## src/rtl/railway_cart_ctrl_if.sv

```systemverilog
// railway_cart_ctrl_if: button/switch inputs and track display outputs
// shared between the front end and the cart controller.
interface railway_cart_ctrl_if #(
    parameter int TRACK_W = 8
);
    logic               RIGHT;
    logic               LEFT;
    logic               DIR;
    logic               AUTO;
    logic [TRACK_W-1:0] POS;
    logic               STEP;
    logic               MOVING;
    logic               ARMED;
    logic               AT_LEFT;
    logic               AT_RIGHT;

    modport master (
        output RIGHT, LEFT, DIR, AUTO,
        input  POS, STEP, MOVING, ARMED, AT_LEFT, AT_RIGHT
    );

    modport slave (
        input  RIGHT, LEFT, DIR, AUTO,
        output POS, STEP, MOVING, ARMED, AT_LEFT, AT_RIGHT
    );
endinterface

```

## src/rtl/railway_cart_ctrl.sv

```systemverilog
// railway_cart_ctrl: cart bar position controller for the LED track display.
// Manual arm/confirm moves plus timed auto stepping that stops or bounces.
module railway_cart_ctrl #(
    parameter int TRACK_W  = 8,
    parameter int CART_W   = 2,
    parameter int STEP_DIV = 4,
    parameter int BOUNCE   = 0
) (
    input logic CLK,
    input logic RESET,
    railway_cart_ctrl_if.slave bus
);
    localparam int MAXI = TRACK_W - CART_W;
    localparam int IW   = $clog2(MAXI + 1);
    localparam int DW   = (STEP_DIV > 1) ? $clog2(STEP_DIV) : 1;
    localparam logic [IW-1:0] IMAX  = IW'(MAXI);
    localparam logic [DW-1:0] DLAST = DW'(STEP_DIV - 1);
    localparam logic [TRACK_W-1:0] BAR = {{CART_W{1'b1}}, {MAXI{1'b0}}};

    typedef enum logic [2:0] {
        IDLE, ARM_R, ARM_L, AUTO_RUN, AUTO_HALT
    } state_t;

    state_t state_q, state_d;
    logic [IW-1:0] idx_q, idx_d;
    logic [DW-1:0] div_q, div_d;
    logic dir_q, dir_d;
    logic [TRACK_W-1:0] pos_q;
    logic step_q, left_q, right_q;

    logic at_l, at_r, r_only, l_only, run_dir, wall;

    assign at_l   = (idx_q == '0);
    assign at_r   = (idx_q == IMAX);
    assign r_only = bus.RIGHT & ~bus.LEFT;
    assign l_only = bus.LEFT & ~bus.RIGHT;

    always_comb begin
        state_d = state_q;
        idx_d   = idx_q;
        div_d   = div_q;
        dir_d   = dir_q;
        run_dir = (BOUNCE != 0) ? dir_q : bus.DIR;
        wall    = run_dir ? at_l : at_r;
        unique case (state_q)
            IDLE, ARM_R, ARM_L: begin
                if (bus.AUTO) begin
                    state_d = AUTO_RUN;
                    div_d   = '0;
                    dir_d   = bus.DIR;
                end else if (state_q == IDLE) begin
                    if (r_only)      state_d = ARM_R;
                    else if (l_only) state_d = ARM_L;
                end else if (state_q == ARM_R) begin
                    if (l_only) begin
                        if (!at_r) idx_d = idx_q + 1'b1;
                        state_d = IDLE;
                    end else if (r_only) begin
                        state_d = IDLE;
                    end
                end else begin
                    if (r_only) begin
                        if (!at_l) idx_d = idx_q - 1'b1;
                        state_d = IDLE;
                    end else if (l_only) begin
                        state_d = IDLE;
                    end
                end
            end
            AUTO_RUN: begin
                if (!bus.AUTO) begin
                    state_d = IDLE;
                    div_d   = '0;
                end else begin
                    if (BOUNCE == 0) dir_d = bus.DIR;
                    if (div_q == DLAST) begin
                        div_d = '0;
                        if (!wall)
                            idx_d = run_dir ? idx_q - 1'b1 : idx_q + 1'b1;
                        else if (BOUNCE != 0)
                            dir_d = ~dir_q;
                        else
                            state_d = AUTO_HALT;
                    end else begin
                        div_d = div_q + 1'b1;
                    end
                end
            end
            AUTO_HALT: begin
                div_d = '0;
                if (!bus.AUTO) begin
                    state_d = IDLE;
                end else if ((at_r && bus.DIR) || (at_l && !bus.DIR)) begin
                    state_d = AUTO_RUN;
                    dir_d   = bus.DIR;
                end
            end
            default: state_d = IDLE;
        endcase
    end

    // Display flags are registered from the next index so they land with POS.
    always_ff @(posedge CLK) begin
        if (RESET) begin
            state_q <= IDLE;
            idx_q   <= '0;
            div_q   <= '0;
            dir_q   <= 1'b0;
            pos_q   <= BAR;
            step_q  <= 1'b0;
            left_q  <= 1'b1;
            right_q <= 1'b0;
        end else begin
            state_q <= state_d;
            idx_q   <= idx_d;
            div_q   <= div_d;
            dir_q   <= dir_d;
            pos_q   <= BAR >> idx_d;
            step_q  <= (idx_d != idx_q);
            left_q  <= (idx_d == '0);
            right_q <= (idx_d == IMAX);
        end
    end

    assign bus.POS      = pos_q;
    assign bus.STEP     = step_q;
    assign bus.MOVING   = (state_q == AUTO_RUN);
    assign bus.ARMED    = (state_q == ARM_R) || (state_q == ARM_L);
    assign bus.AT_LEFT  = left_q;
    assign bus.AT_RIGHT = right_q;
endmodule

```

## src/flat_wrapper.sv

```systemverilog
// flat-port wrapper written by rule: the top's interface ports become plain ports
module railway_cart_ctrl_flat 
#(
    parameter int TRACK_W  = 8,
    parameter int CART_W   = 2,
    parameter int STEP_DIV = 4,
    parameter int BOUNCE   = 0
)
  (CLK, RESET, bus_RIGHT, bus_LEFT, bus_DIR, bus_AUTO, bus_POS, bus_STEP, bus_MOVING, bus_ARMED, bus_AT_LEFT, bus_AT_RIGHT);
  railway_cart_ctrl_if #(.TRACK_W(TRACK_W)) bus_i ();
  input logic CLK;
  input logic RESET;
  input wire logic [$bits(bus_i.RIGHT)-1:0] bus_RIGHT;
  input wire logic [$bits(bus_i.LEFT)-1:0] bus_LEFT;
  input wire logic [$bits(bus_i.DIR)-1:0] bus_DIR;
  input wire logic [$bits(bus_i.AUTO)-1:0] bus_AUTO;
  output wire logic [$bits(bus_i.POS)-1:0] bus_POS;
  output wire logic [$bits(bus_i.STEP)-1:0] bus_STEP;
  output wire logic [$bits(bus_i.MOVING)-1:0] bus_MOVING;
  output wire logic [$bits(bus_i.ARMED)-1:0] bus_ARMED;
  output wire logic [$bits(bus_i.AT_LEFT)-1:0] bus_AT_LEFT;
  output wire logic [$bits(bus_i.AT_RIGHT)-1:0] bus_AT_RIGHT;
  assign bus_i.RIGHT = bus_RIGHT;
  assign bus_i.LEFT = bus_LEFT;
  assign bus_i.DIR = bus_DIR;
  assign bus_i.AUTO = bus_AUTO;
  assign bus_POS = bus_i.POS;
  assign bus_STEP = bus_i.STEP;
  assign bus_MOVING = bus_i.MOVING;
  assign bus_ARMED = bus_i.ARMED;
  assign bus_AT_LEFT = bus_i.AT_LEFT;
  assign bus_AT_RIGHT = bus_i.AT_RIGHT;
  railway_cart_ctrl #(.TRACK_W(TRACK_W), .CART_W(CART_W), .STEP_DIV(STEP_DIV), .BOUNCE(BOUNCE)) u_core (.CLK(CLK), .RESET(RESET), .bus(bus_i));
endmodule
```

## config.mk

```make
export PLATFORM = sky130hd
export DESIGN_NAME = railway_cart_ctrl_flat
export DESIGN_NICKNAME = d
export VERILOG_FILES = /design/src/rtl/railway_cart_ctrl_if.sv /design/src/rtl/railway_cart_ctrl.sv /design/src/flat_wrapper.sv
export SDC_FILE = /design/constraint.sdc
export NUM_CORES = 1
export LEC_CHECK = 0
export CAP_MARGIN = 20
export CORE_MARGIN = 2
export CORE_UTILIZATION = 45
export CTS_BUF_LIST = sky130_fd_sc_hd__clkbuf_8 sky130_fd_sc_hd__clkbuf_16
export DETAILED_ROUTE_END_ITERATION = 7
export PLACE_DENSITY = 0.79
export SLEW_MARGIN = 15
export SYNTH_ARGS = -nofsm -noshare
export SYNTH_HDL_FRONTEND = slang
export SYNTH_SLANG_ARGS = --single-unit
```

## constraint.sdc

```tcl
create_clock -name CLK -period 3.2 [get_ports CLK]
set_input_delay 0.96 -clock CLK [delete_from_list [all_inputs] [get_ports CLK]]
set_output_delay 0.96 -clock CLK [all_outputs]
set_load 0.05 [all_outputs]
```

==> metrics.txt, run 1 <==
status=completed; CP Launch Type=flop; top_reg_cell synth=dfxtp_1; Fmax achieved=~330 MHz; CP max FO=12; CTS max path bufs=2; final instance area=around 1500 sq um; Routed Antenna Nets=0; Mapped Area=1210 sq um; number of port buffers=18; Syn-to-layout area delta=21.8%; CP Capture Type=output port; Worst slew margin=60.6%; worst hold stages=2; Worst R2R Start=u_core.state_q[0]; Yosys Warn Count=0; dpl hpwl=~2000 um; drt drc=0; worst hold path class=flop to flop; TritonRoute pass-1 iters=4; final setup fails=0; Die W=55.9 um; Max VDD drop=538 uV; via count=roughly 1,100; final wirelength=between 2000 and 3000 um; Hold Buf Count CTS=0; Period minus WS final=3.02 ns; pins over their slew limit=0; Core ar.=roughly 2500 sq um; pin count of the biggest net entering global routing=17; # IOs=19; Synth Instances=around 150; Synth cell types=45; CTS tree=built; Hold Worst Slack=approximately 0.53 ns; first-pass GRT wire length=between 4000 and 5000 um; drt wl/cell=approximately 14 um; hold path start=u_core.div_q[1]; vias in the first global route=1,098; die height=~56 um; leakage=approximately 0.63 nW; pwr/cell area=between 400 and 500 nW/um^2; post-CTS setup buffers=0; part of the cycle the worst path needs=between 90% and 100%; DP Area=1420 sq um; area share of the largest cell type after synthesis=between 20 and 30%; Die Footprint=between 3000 and 4000 sq um; Worst-Skew Late Latency=0.25 ns; sequential fraction of the synthesis area=29.7%; Synth Area per Inst=8.25 sq um; worst r2r dst=u_core.bus.POS[3]; total CTS buffers=3; CTS clk-pin slew, worst paths=0.06 ns; layout cell share with drive strength beyond 1=10.2%; worst path required time=approximately 2.2 ns; post-synthesis register bit count=18; initial antenna violation count=0; H-tree Lvls=1; Max-Cap Viols=0; 1st-iter DRT viols=35; Hold Violations, Final=0; Worst Clk Skew=~0.0042 ns; cell accounting for the most synthesized area=dfxtp_1; Total GRT Usage=18.0%; Register-to-Register Setup Slack=slightly above 0.8 ns; FP Rows=18; grt total ovfl=0; via-per-instance ratio=5.75; Antenna Cells=0; RSZ-0062 raised after global routing=no; Net Count, Synth=between 150 and 200; Critical Path AT=roughly 2.1 ns; routability cong.=0.850; clk sink count=18; Clock Tree Root=clkbuf_8; Post-layout nets=approximately 180; Total Neg Setup Slack=0 ns; Worst Tran Pin Value=~0.59 ns; R2R cell count=9; CTS resizes=0; Crit Path Category=flop to output port; Initial Utilization=48.1%; top post-synthesis cells by area=dfxtp_1 30%, ha_1 10%, nor2_1 4.3%; worst hold path endpoint=u_core.div_q[1]; asr flop ratio synth=0%; Post-synth EDFFs=0
-- registers in the layout, summed over array words and instances (netlist names) --
| name | count |
|---|---|
| u_core.bus.AT_RIGHT | 1 |
| u_core.bus.POS | 8 |
| u_core.bus.STEP | 1 |
| u_core.div_q | 2 |
| u_core.idx_q | 3 |
| u_core.state_q | 3 |
-- worst max-delay path: stages, from the launching register on --
cell and delay [ns]:
dfxtp_1 0.55, nand2_1 0.25, nor2_1 0.18, clkdlybuf4s50_1 0.83
-- logic make-up after synthesis --
family	synth area share, %
xor+xnor	2.17
simple gates	29.2
mux	1.65
compound gates	20.9
fa+ha+maj	10.3
flops	29.7
buf+inv	5.98
-- final cells by class --
class	count	area, sq um
clock buffer	4	55.1
multi-input combinational	113	779
sequential	18	360
timing repair buffer	22	210
tap	30	37.5
fill	235	1050
inverter	9	33.8
-- metrics by stage --
stage          util [%]  total power (W)  setup WS, ns  instances
4_1_cts            58.5         0.000725         0.180        196
2_1_floorplan         -         0.000470         0.679        147
5_1_grt            58.5         0.000759        0.0727        196
3_5_place_dp       56.3         0.000541        0.0823        192
6_report           58.5         0.000720         0.182        196
3_3_place_gp       56.3         0.000534         0.120        192
-- where the power goes --
| part | internal [W] | switching (W) | total [W] |
|---|---|---|---|
| clock | 0.000109 | 0.0000739 | 0.000183 |
| combinational | 0.000104 | 0.000163 | 0.000267 |
| sequential | 0.000244 | 0.0000262 | 0.000270 |
-- cell usage after synthesis (all sizes together) (2+ instances only) --
cell	instances
o21ai	9
nor3	8
and2	4
a221o	2
nor2	15
and3b	2
ha	10
and3	2
nand3b	2
o31ai	2
nand2	10
a21oi	10
a211oi	2
dfxtp	18
xnor2	2
a21o	2
buf	6
mux2i	2
nor2b	3
nand3	4
nand2b	4
nor3b	4
inv	9
-- worst max-delay path by stage --
stage | start | end | slack (ns) | cells past startpoint
global placement | bus_LEFT | u_core.bus.POS[1] | 0.12 | 10
global route | u_core.state_q[0] | bus_MOVING | 0.07 | 3
floorplan | bus_DIR | u_core.bus.POS[5] | 0.68 | 9
CTS | u_core.state_q[0] | bus_MOVING | 0.18 | 3
finish | u_core.state_q[0] | bus_MOVING | 0.18 | 3
detailed placement | bus_LEFT | u_core.bus.POS[1] | 0.08 | 10
-- placed cells by master (no fill, tap or decap), types with 7 or more instances in the layout --
| cell | count |
|---|---|
| a21oi_1 | 7 |
| dfxtp_1 | 18 |
| nor3_1 | 7 |
| ha_1 | 10 |
| nor2_1 | 14 |
| clkdlybuf4s50_1 | 18 |
| inv_1 | 9 |
| nand2_1 | 10 |
| o21ai_0 | 9 |
-- metal layers --
layer	part of all wire, %	track usage, %	vias up
met2	52	33.0	32
met3	6.0	6.51	0
met4	0	1.70	0
li1	-	-	557
met1	42	20.7	538
met5	0	0	-
Power figures use the tool's default switching activity.
==> run 2: changes to the inputs <==
ABC_AREA = 1   (was unset)
PLACE_DENSITY = 0.78   (was 0.79)
==> run 2 against run 1 <==
  * Via count grew 0.89%
  * Non-clock buffer count shrank 4
  * Sequential share of layout area shrank 0.53 points
  * First-iteration DRC count grew 11%
  * Final cell count grew 20%
  * Critical endpoint unchanged
==> metrics.txt, run 2 <==
Clock Tree Root=clkbuf_8; Yosys Warn Count=0 (unchanged); worst r2r dst=u_core.bus.POS[5]; top cells by count, synth=45 x nand2_1, 25 x inv_1, 20 x nand3_1, 18 x dfxtp_1, 17 x nor2_1; DP Worst Slack=0.383 ns (+0.300 ns); Hold Buf Count CTS=0 (unchanged); post-CTS setup buffers=0 (unchanged); Worst Tran Pin Value=0.505 ns (-0.0832 ns); Routed Antenna Nets=0 (unchanged); CP Launch Type=flop; Die W=56.8 um (+1.6%); via-per-instance ratio=4.82 (-16%); RSZ-0062 raised after global routing=no; Crit Path Category=flop to output port; Worst-Skew Late Latency=0.25 ns (about the same); vias in the first global route=989 (-9.9%); via count=1,137 (+0.89%); CTS resizes=0 (unchanged); final setup fails=0 (unchanged); Antenna Cells=0 (unchanged); worst path required time=2.24 ns (about the same); FILL cells=273 (+16%); Synth Area in Adders=9.98% (-0.34 points); most frequent cells in the layout=45 x nand2_1, 25 x inv_1, 20 x nand3_1, 18 x clkdlybuf4s50_1, 18 x dfxtp_1; TritonRoute pass-1 iters=4 (unchanged); worst hold path class=flop to flop; pins over their slew limit=0 (unchanged); top-count cell post-synth=nand2_1; Post-layout nets=222 (+21%); Synth Area in Compound Gates=8.68% (-12 points); pwr/cell area=506 nW/um^2 (+3.7%); die height=56.8 um (+1.6%); CP max FO=6 (-6); FP Rows=19 (+1); Hold Violations, Final=0 (unchanged); most common cell after layout, fill and taps aside=nand2_1; Syn-to-layout area delta=20.4%; drt wl/cell=10.1 um (-27%); post-synthesis register bit count=18 (unchanged); Period minus WS final=2.84 ns (-0.182 ns); pin count of the biggest net entering global routing=11 (-6); first-pass GRT wire length=4190 um (-8.2%); Total GRT Usage=16.7% (-1.3 points); worst hold stages=2 (unchanged); Post-synth EDFFs=0 (unchanged); largest family of logic cells by synthesized area=simple AND/OR/NAND/NOR gates; final core occ=55.7% (-2.9 points); CTS tree=built; Net Count, Synth=201 (+23%); cell accounting for the most synthesized area=dfxtp_1; Synth Area per Inst=6.78 sq um (-18%); routability cong.=0.877 (+3.2%); asr flop ratio synth=0% (unchanged); Critical Path AT=1.88 ns (-0.18 ns); leakage=0.724 nW (+15%); Worst slew margin=66.2% (+5.6 points); initial antenna violation count=0 (unchanged); Core ar.=2710 sq um (+7.4%); Synth cell types=26 (-42%); top_reg_cell synth=dfxtp_1; clk sink count=18 (unchanged); Register-to-Register Setup Slack=1.29 ns (+0.47 ns); R2R cell count=14 (+5); Worst Clk Skew=0.00205 ns (-0.00218 ns); H-tree Lvls=1 (unchanged); grt total ovfl=0 (unchanged); Total Neg Setup Slack=0 ns (unchanged); worst hold path endpoint=u_core.div_q[1]; Max VDD drop=392 uV (-27%); Mapped Area=1250 sq um (+3.4%); Hold Worst Slack=0.470 ns (-0.0616 ns); Worst R2R Start=u_core.idx_q[0]; xor/xnor cell area share of the yosys netlist=0% (-2.2 points); part of the cycle the worst path needs=88.6% (-5.7 points); Power Total=0.000763 W (+5.9%); 1st-iter DRT viols=39 (+11%); Initial Utilization=46.3% (-1.8 points); area share of the largest cell type after synthesis=28.7% (-0.98 points); Fmax achieved=353 MHz (+6.4%); Synth Instances=185 (+26%); drt drc=0 (unchanged); Die Footprint=3220 sq um (+3.2%); multiplexer share of the synthesized area=0% (-1.7 points); CTS max path bufs=2 (unchanged); final wirelength=2370 um (-12%); simple-gate portion of the synthesized area=41.0% (+12 points); number of port buffers=18 (unchanged); CP Capture Type=output port; layout cell share with drive strength beyond 1=16.1% (+5.9 points); hold path start=u_core.div_q[1]; top post-synthesis cells by area=dfxtp_1 29%, nand2_1 13%, ha_1 10%; post-route setup slack=0.364 ns (+0.182 ns); total CTS buffers=3 (unchanged); status=completed; number of flip-flops in the largest register=8 (unchanged); # IOs=19 (unchanged); dpl hpwl=1960 um (-4.4%); Max-Cap Viols=0 (unchanged); sequential fraction of the synthesis area=28.7% (-0.98 points); CTS clk-pin slew, worst paths=0.06 ns (about the same)
## run 2: final cells by class
cell class / instances / area, sq um / area share [%]
flip-flops and latches: 18 / 360 / 23.9
multi-input cells: 132 / 748 / 49.6
clock buffers: 4 / 55.1 / 3.65
repair buffers: 18 / 180 / 11.9
well taps: 31 / 38.8 / 2.57
inverters: 33 / 126 / 8.37
## run 2: logic make-up after synthesis
logic type / count (synthesis)
AND/OR/NAND/NOR: 108
AO/OA/AOI/OAI: 14
buffers and inverters: 35
flip-flops: 18
adder cells (fa/ha/maj): 10
## run 2: power by group
part | internal (W) | total, W | switching [W] | leakage (nW)
Clock | 0.000109 | 0.000182 | 0.0000724 | 0.0288
Combinational | 0.000106 | 0.000313 | 0.000208 | 0.549
Sequential | 0.000248 | 0.000268 | 0.0000204 | 0.147
Total | 0.000463 | 0.000763 | 0.000301 | 0.724
## run 2: routing by layer
metal  GRT usage, %  up-vias  part of all wire (%)
met5              0        -                     0
met2           25.6       13                    46
li1               -      614                     -
met1           22.6      505                    49
met4           7.97        0                   2.3
met3           2.76        5                   3.3
## run 2: worst max path at each step
stage                                  from           endpoint  cells after the start
after detailed placement           bus_LEFT  u_core.bus.POS[5]                     13
after global routing      u_core.state_q[1]         bus_MOVING                      5
after global placement             bus_LEFT  u_core.bus.POS[1]                     13
final                     u_core.state_q[1]         bus_MOVING                      5
after floorplan                    bus_LEFT  u_core.bus.POS[1]                     12
after CTS                 u_core.state_q[1]         bus_MOVING                      5
## run 2: through the flow
stage / cell area, sq um / instances
floorplan: 1250 / 185
global placement: 1450 / 232
detailed placement: 1450 / 232
CTS: 1510 / 236
global route: 1510 / 236
finish: 1510 / 236
## run 2: worst max-delay path: stages (launching register included)
cell             delay, ns
dfxtp_1               0.46
nand2_2               0.11
inv_2                 0.07
nand2_2               0.08
inv_1                 0.10
clkdlybuf4s50_1       0.80
==> variant 1 (flow settings as in run 2) <==
`BOUNCE` is set to 0 in 2 places; all go to 1.
--- a/src/rtl/railway_cart_ctrl.sv
+++ b/src/rtl/railway_cart_ctrl.sv
@@ -4,7 +4,7 @@
     parameter int TRACK_W  = 8,
     parameter int CART_W   = 2,
     parameter int STEP_DIV = 4,
-    parameter int BOUNCE   = 0
+    parameter int BOUNCE   = 1
 ) (
     input logic CLK,
     input logic RESET,
--- a/src/flat_wrapper.sv
+++ b/src/flat_wrapper.sv
@@ -4,7 +4,7 @@
     parameter int TRACK_W  = 8,
     parameter int CART_W   = 2,
     parameter int STEP_DIV = 4,
-    parameter int BOUNCE   = 0
+    parameter int BOUNCE   = 1
 )
   (CLK, RESET, bus_RIGHT, bus_LEFT, bus_DIR, bus_AUTO, bus_POS, bus_STEP, bus_MOVING, bus_ARMED, bus_AT_LEFT, bus_AT_RIGHT);
   railway_cart_ctrl_if #(.TRACK_W(TRACK_W)) bus_i ();
Function: changed (Yosys sat finds a counterexample within 10 cycles, from zero or initial values and one cycle with RESET high).
==> variant 1 against run 2 <==
Routed wire length fell by 5.3%. Register-to-register slack got worse by 0.17 ns. Clock skew rose by 0.0021 ns. Setup slack improved by 0.069 ns. Final area fell by 10%. Sequential cell count did not move. Power fell by 3.0%. Area after synthesis fell by 11%. Combinational power fell by 7.7%. Fmax rose by 2.5%.
==> variant 1: results (changes against run 2) <==
global_routing:
  grt_pass1_wl_um: 3870  # was 4190 um
  first_global_vias: 937  # was 989
  grtUsageMet3_pct: 4.17  # was 2.76%
  grt_max_degree: 11  # unchanged
  met2_usage_pct: 32.3  # was 25.6%
  globalRouteMet1Util_pct: 21.7  # was 22.6%
  grt_use_total_pct: 18.6  # was 16.7%
  antenna_found_initial: 0  # unchanged
clocking:
  clock_path_buffers: 2  # unchanged
  ctsRootBufferMaster: "clkbuf_8"  # unchanged
  clk_pin_slew_ns: 0.07
  htree_num_levels: 1  # unchanged
  insertion_delay_ns: 0.26
  post_cts_buffers: 0  # unchanged
synthesis:
  synthCells: 159  # was 185
  ys_types: 23  # was 26
  synth_seq_area_share_pct: 32.3  # was 28.7%
  synth_common_cells: "nand2_1, inv_1, dfxtp_1, nor2_1"  # was nand2_1, inv_1, nand3_1, dfxtp_1, nor2_1
  synth.net_count: 178  # was 201
  yosys-top-cells-area: "dfxtp_1, ha_1, nand2_1"  # was dfxtp_1, nand2_1, ha_1
  yosysWarnings: 0  # unchanged
  ys_async_sr_fraction_pct: 0  # unchanged
placement:
  place_ws_ns: 0.252  # was 0.383 ns
  port_buffers: 18  # unchanged
  dp_cells: 204  # was 232
  place_hpwl_um: 1750  # was 1960 um
  gp_congestion: 0.823  # was 0.877
sta:
  maxClockFrequency_mhz: 361  # was 353 MHz
  fin_skew_ns: 0.00415  # was 0.00205 ns
  slew_headroom_pct: 66.4  # was 66.2%
worst_setup_path:
  r2r-start: "u_core.idx_q[0]$_SDFF_PP0_"  # unchanged
  r2r_slack_ns: 1.12  # was 1.29 ns
  startpoint: "u_core.state_q[0]$_SDFFE_PP0P_"  # was u_core.state_q[1]$_SDFFE_PP0P_
  cp.arrival_ns: 1.81  # was 1.88 ns
  r2r_cells: 13  # was 14
  crit_fanout: 8  # was 6
  timing.rr.end: "u_core.bus.POS[3]$_SDFF_PP0_"  # was u_core.bus.POS[5]$_SDFF_PP0_
power:
  leakage_nw: 0.681  # was 0.724 nW
  ir_drop_uv: 351  # was 392 uV
  switchingPower_w: 0.000284  # was 0.000301 W
final_layout:
  drive_gt1_share_pct: 7.30  # was 16.1%
detailed_routing:
  vias: 1011  # was 1137
  drt-vias-per-instance: 4.86  # was 4.82
  first_iter_violations: 15  # was 39
  drt_wl_total_um: 2250  # was 2370 um
status:
  status: "complete, no violations"  # unchanged
variant 1: cell count changes after synthesis, sizes merged, moves of 2 or more:
cell,run 2,this run
nand4,4,1
nand3,22,13
clkinv,3,1
nor2,22,16
nand2,58,46
ha,10,13
a21oi,6,10
inv,30,26
variant 1: how the worst min path moves through the flow:
stage	end	start	cells past startpoint	slack, ns
after global routing	u_core.div_q[1]$_SDFFE_PP0P_	u_core.div_q[1]$_SDFFE_PP0P_	2	0.51
after CTS	u_core.div_q[1]$_SDFFE_PP0P_	u_core.div_q[1]$_SDFFE_PP0P_	2	0.49
final	u_core.div_q[1]$_SDFFE_PP0P_	u_core.div_q[1]$_SDFFE_PP0P_	2	0.48
after detailed placement	u_core.div_q[1]$_SDFFE_PP0P_	u_core.div_q[1]$_SDFFE_PP0P_	2	0.47
after global placement	u_core.div_q[1]$_SDFFE_PP0P_	u_core.div_q[1]$_SDFFE_PP0P_	2	0.46
after floorplan	u_core.div_q[1]$_SDFFE_PP0P_	u_core.div_q[1]$_SDFFE_PP0P_	2	0.44
variant 1: metal layers:
metal,vias to the layer above,part of all wire [%]
met1,463,44
met2,11,52
li1,532,-
met4,0,1.7
met5,-,0
met3,5,2.8
variant 1: per-stage QoR:
step,utilization (%),cell area [um^2]
4_1_cts,56.4,1360
2_1_floorplan,-,1120
5_1_grt,56.4,1360
3_5_place_dp,54.1,1300
6_report,56.4,1360
3_3_place_gp,54.1,1300
variant 1: worst max-delay path: stages (launching register included):
cell and delay, ns:
dfxtp_1 0.37, ha_1 0.32, clkdlybuf4s50_1 0.85
variant 1: power groups by stage:
| stage | sequential (W) | clock (W) | combinational (W) |
|---|---|---|---|
| after global routing | 0.000267 | 0.000195 | 0.000322 |
| after CTS | 0.000265 | 0.000190 | 0.000290 |
| final | 0.000265 | 0.000187 | 0.000289 |
| after global placement | 0.000269 | 0 | 0.000282 |
| after detailed placement | 0.000270 | 0 | 0.000287 |
| after floorplan | 0.000316 | 0 | 0.000172 |
variant 1: cell type report:
cell class              instances  area (um^2)
clock buffers                   4         55.1
repair buffers                 18          180
fillers                       224         1050
well taps                      30         37.5
inverters                      27          101
multi-input cells             111          624
flip-flops and latches         18          360
variant 1: cell families (layout without fill, tap and decap cells):
kind of cell,count (synthesis),after routing,share of synthesized area [%]
xor+xnor,2,2,2.24
flops,18,18,32.3
simple gates,77,77,29.6
buf+inv,30,49,11.8
compound gates,19,19,9.53
fa+ha+maj,13,13,14.6
==> variant 2 (settings of run 2) <==
Made on the original files. The 5 states of `state_t` get a Gray code encoding in 3 bits.
--- a/src/rtl/railway_cart_ctrl.sv
+++ b/src/rtl/railway_cart_ctrl.sv
@@ -18,7 +18,7 @@
     localparam logic [TRACK_W-1:0] BAR = {{CART_W{1'b1}}, {MAXI{1'b0}}};
 
     typedef enum logic [2:0] {
-        IDLE, ARM_R, ARM_L, AUTO_RUN, AUTO_HALT
+        IDLE = 3'b000, ARM_R = 3'b001, ARM_L = 3'b011, AUTO_RUN = 3'b010, AUTO_HALT = 3'b110
     } state_t;
 
     state_t state_q, state_d;
Check against the original RTL: no difference found for any inputs over 10 cycles, from zero or initial values and one cycle with RESET high; not proved beyond that.
==> variant 2 against run 2 <==
Sequential cell count stayed put. Die area rose by 1.6%. Setup slack improved by 0.038 ns. Count of clock-buffer cells in the layout stayed put. Final area increased by 0.66%. Sequential share of layout area decreased by 0.16 points. Routed wire length is 0.72% higher. Register-to-register slack lost 0.11 ns. Fmax grew 1.4%. Clock skew hardly changed. Area after synthesis rose by 1.7%. Critical endpoint unchanged.
Power is not compared: it rests on default switching activity, and its combinational part moved more than twofold at a synthesized area within 25%.
==> variant 2: results (changes against run 2) <==
worst_setup_path:
  r2r_slack_ns: 1.18  # was 1.29 ns
  crit_type: "reg -> out"  # unchanged
  crit_fanout: 8  # was 6
  crit_path_end: "bus_MOVING"  # unchanged
  slowest_delay_ns: 0.83  # was 0.80 ns
  r2r_cells: 12  # was 14
  startpoint: "u_core.state_q[0]$_SDFFE_PP0P_"  # was u_core.state_q[1]$_SDFFE_PP0P_
  cp.arrival_ns: 1.84  # was 1.88 ns
synthesis:
  synth_common_cells: "nand2_1, inv_1, dfxtp_1, nor2_1, nand3_1"  # was nand2_1, inv_1, nand3_1, dfxtp_1, nor2_1
  synthAdderAreaFrac_pct: 9.81  # was 9.98%
  synth-compound-area-share_pct: 8.73  # was 8.68%
  ys_async_sr_fraction_pct: 0  # unchanged
  synth_flop_cell: "dfxtp_1"  # unchanged
  synth_xor_area_share_pct: 1.28  # was 0%
  yosysWarnings: 0  # unchanged
  synth.net_count: 191  # was 201
  synth_seq_area_share_pct: 28.3  # was 28.7%
  ys_types: 30  # was 26
  yosys-top-cells-area: "dfxtp_1, nand2_1, ha_1"  # unchanged
power:
  ir_drop_uv: 605
placement:
  gp_congestion: 0.905  # was 0.877
  port_buffers: 18  # unchanged
  place_ws_ns: 0.307  # was 0.383 ns
  place_hpwl_um: 1980  # was 1960 um
detailed_routing:
  drt-met1-wl_um: 1140  # was 1150 um
  vias: 1087  # was 1137
  drt_wl_total_um: 2390  # was 2370 um
  wl_met3_um: 95  # was 79 um
  drt-pass1-iter-count: 4  # unchanged
  wl_met2_um: 1090  # was 1080 um
  highest_layer: "met4"  # unchanged
  first_iter_violations: 44  # was 39
clocking:
  numCtsBuffers: 3  # unchanged
  insertion_delay_ns: 0.25  # about the same
  post_cts_buffers: 0  # unchanged
  clk_pin_slew_ns: 0.06  # about the same
  cts.sinks: 18  # unchanged
  cts_resized: 0  # unchanged
min_path:
  hold-path-endpoint: "u_core.div_q[1]$_SDFFE_PP0P_"  # unchanged
  whs_path_depth: 2  # unchanged
status:
  status: "complete, no violations"  # unchanged
final_layout:
  n_all_inverters: 30  # was 33
  antenna_cells: 0  # unchanged
  nonClkBufAreaFrac_pct: 11.9  # about the same
  multi_input_area_share_pct: 50.3  # was 49.6%
  final_nets: 211  # was 222
  fill_cells: 252  # was 273
  clk_share_pct: 3.62  # was 3.65%
  area_delta_synth_final_pct: 19.1  # was 20.4%
  multi_input_cells: 124  # was 132
  sh_seq_area_pct: 23.7  # was 23.9%
  drive_gt1_share_pct: 20.6  # was 16.1%
global_routing:
  grt_pass1_wl_um: 4340  # was 4190 um
  grt_max_degree: 11  # unchanged
  first_global_vias: 1000  # was 989
  grt_use_total_pct: 16.9  # was 16.7%
sta:
  fin_skew_ns: 0.00245  # was 0.00205 ns
  fin_hold_ws_ns: 0.473  # was 0.470 ns
  period_share_pct: 87.4  # was 88.6%
  worstMarginPinSlew_ns: 0.534  # was 0.505 ns
## variant 2: cell count changes after synthesis, sizes merged, moves of 2 or more
cell and delta:
a21oi +2, o21ai -4, o21a +2, nand3 -5, clkinv -2, nand2 -5
## variant 2: routing by layer
metal / GRT usage (%) / vias up
met3: 3.17 / 7
met4: 7.64 / 0
met5: 0 / -
met2: 26.6 / 24
met1: 22.5 / 479
li1: - / 577
## variant 2: stage by stage
step / instance area, um^2 / cells
after floorplan: 1270 / 175
after global placement: 1460 / 221
after detailed placement: 1460 / 221
after CTS: 1520 / 225
after global routing: 1520 / 225
final: 1520 / 225
## variant 2: power groups by stage
stage	registers (W)	logic, W	clock network, W
after floorplan	0.000463	0.000579	0
after global placement	0.000353	0.000869	0
after detailed placement	0.000356	0.000873	0
after CTS	0.000350	0.000880	0.000186
after global routing	0.000359	0.000966	0.000198
final	0.000349	0.000875	0.000182
## variant 2: worst min-delay path, stage by stage, from the launching register on
cell and delay, ns:
dfxtp_1 0.31, nand2_1 0.06, a21oi_1 0.05
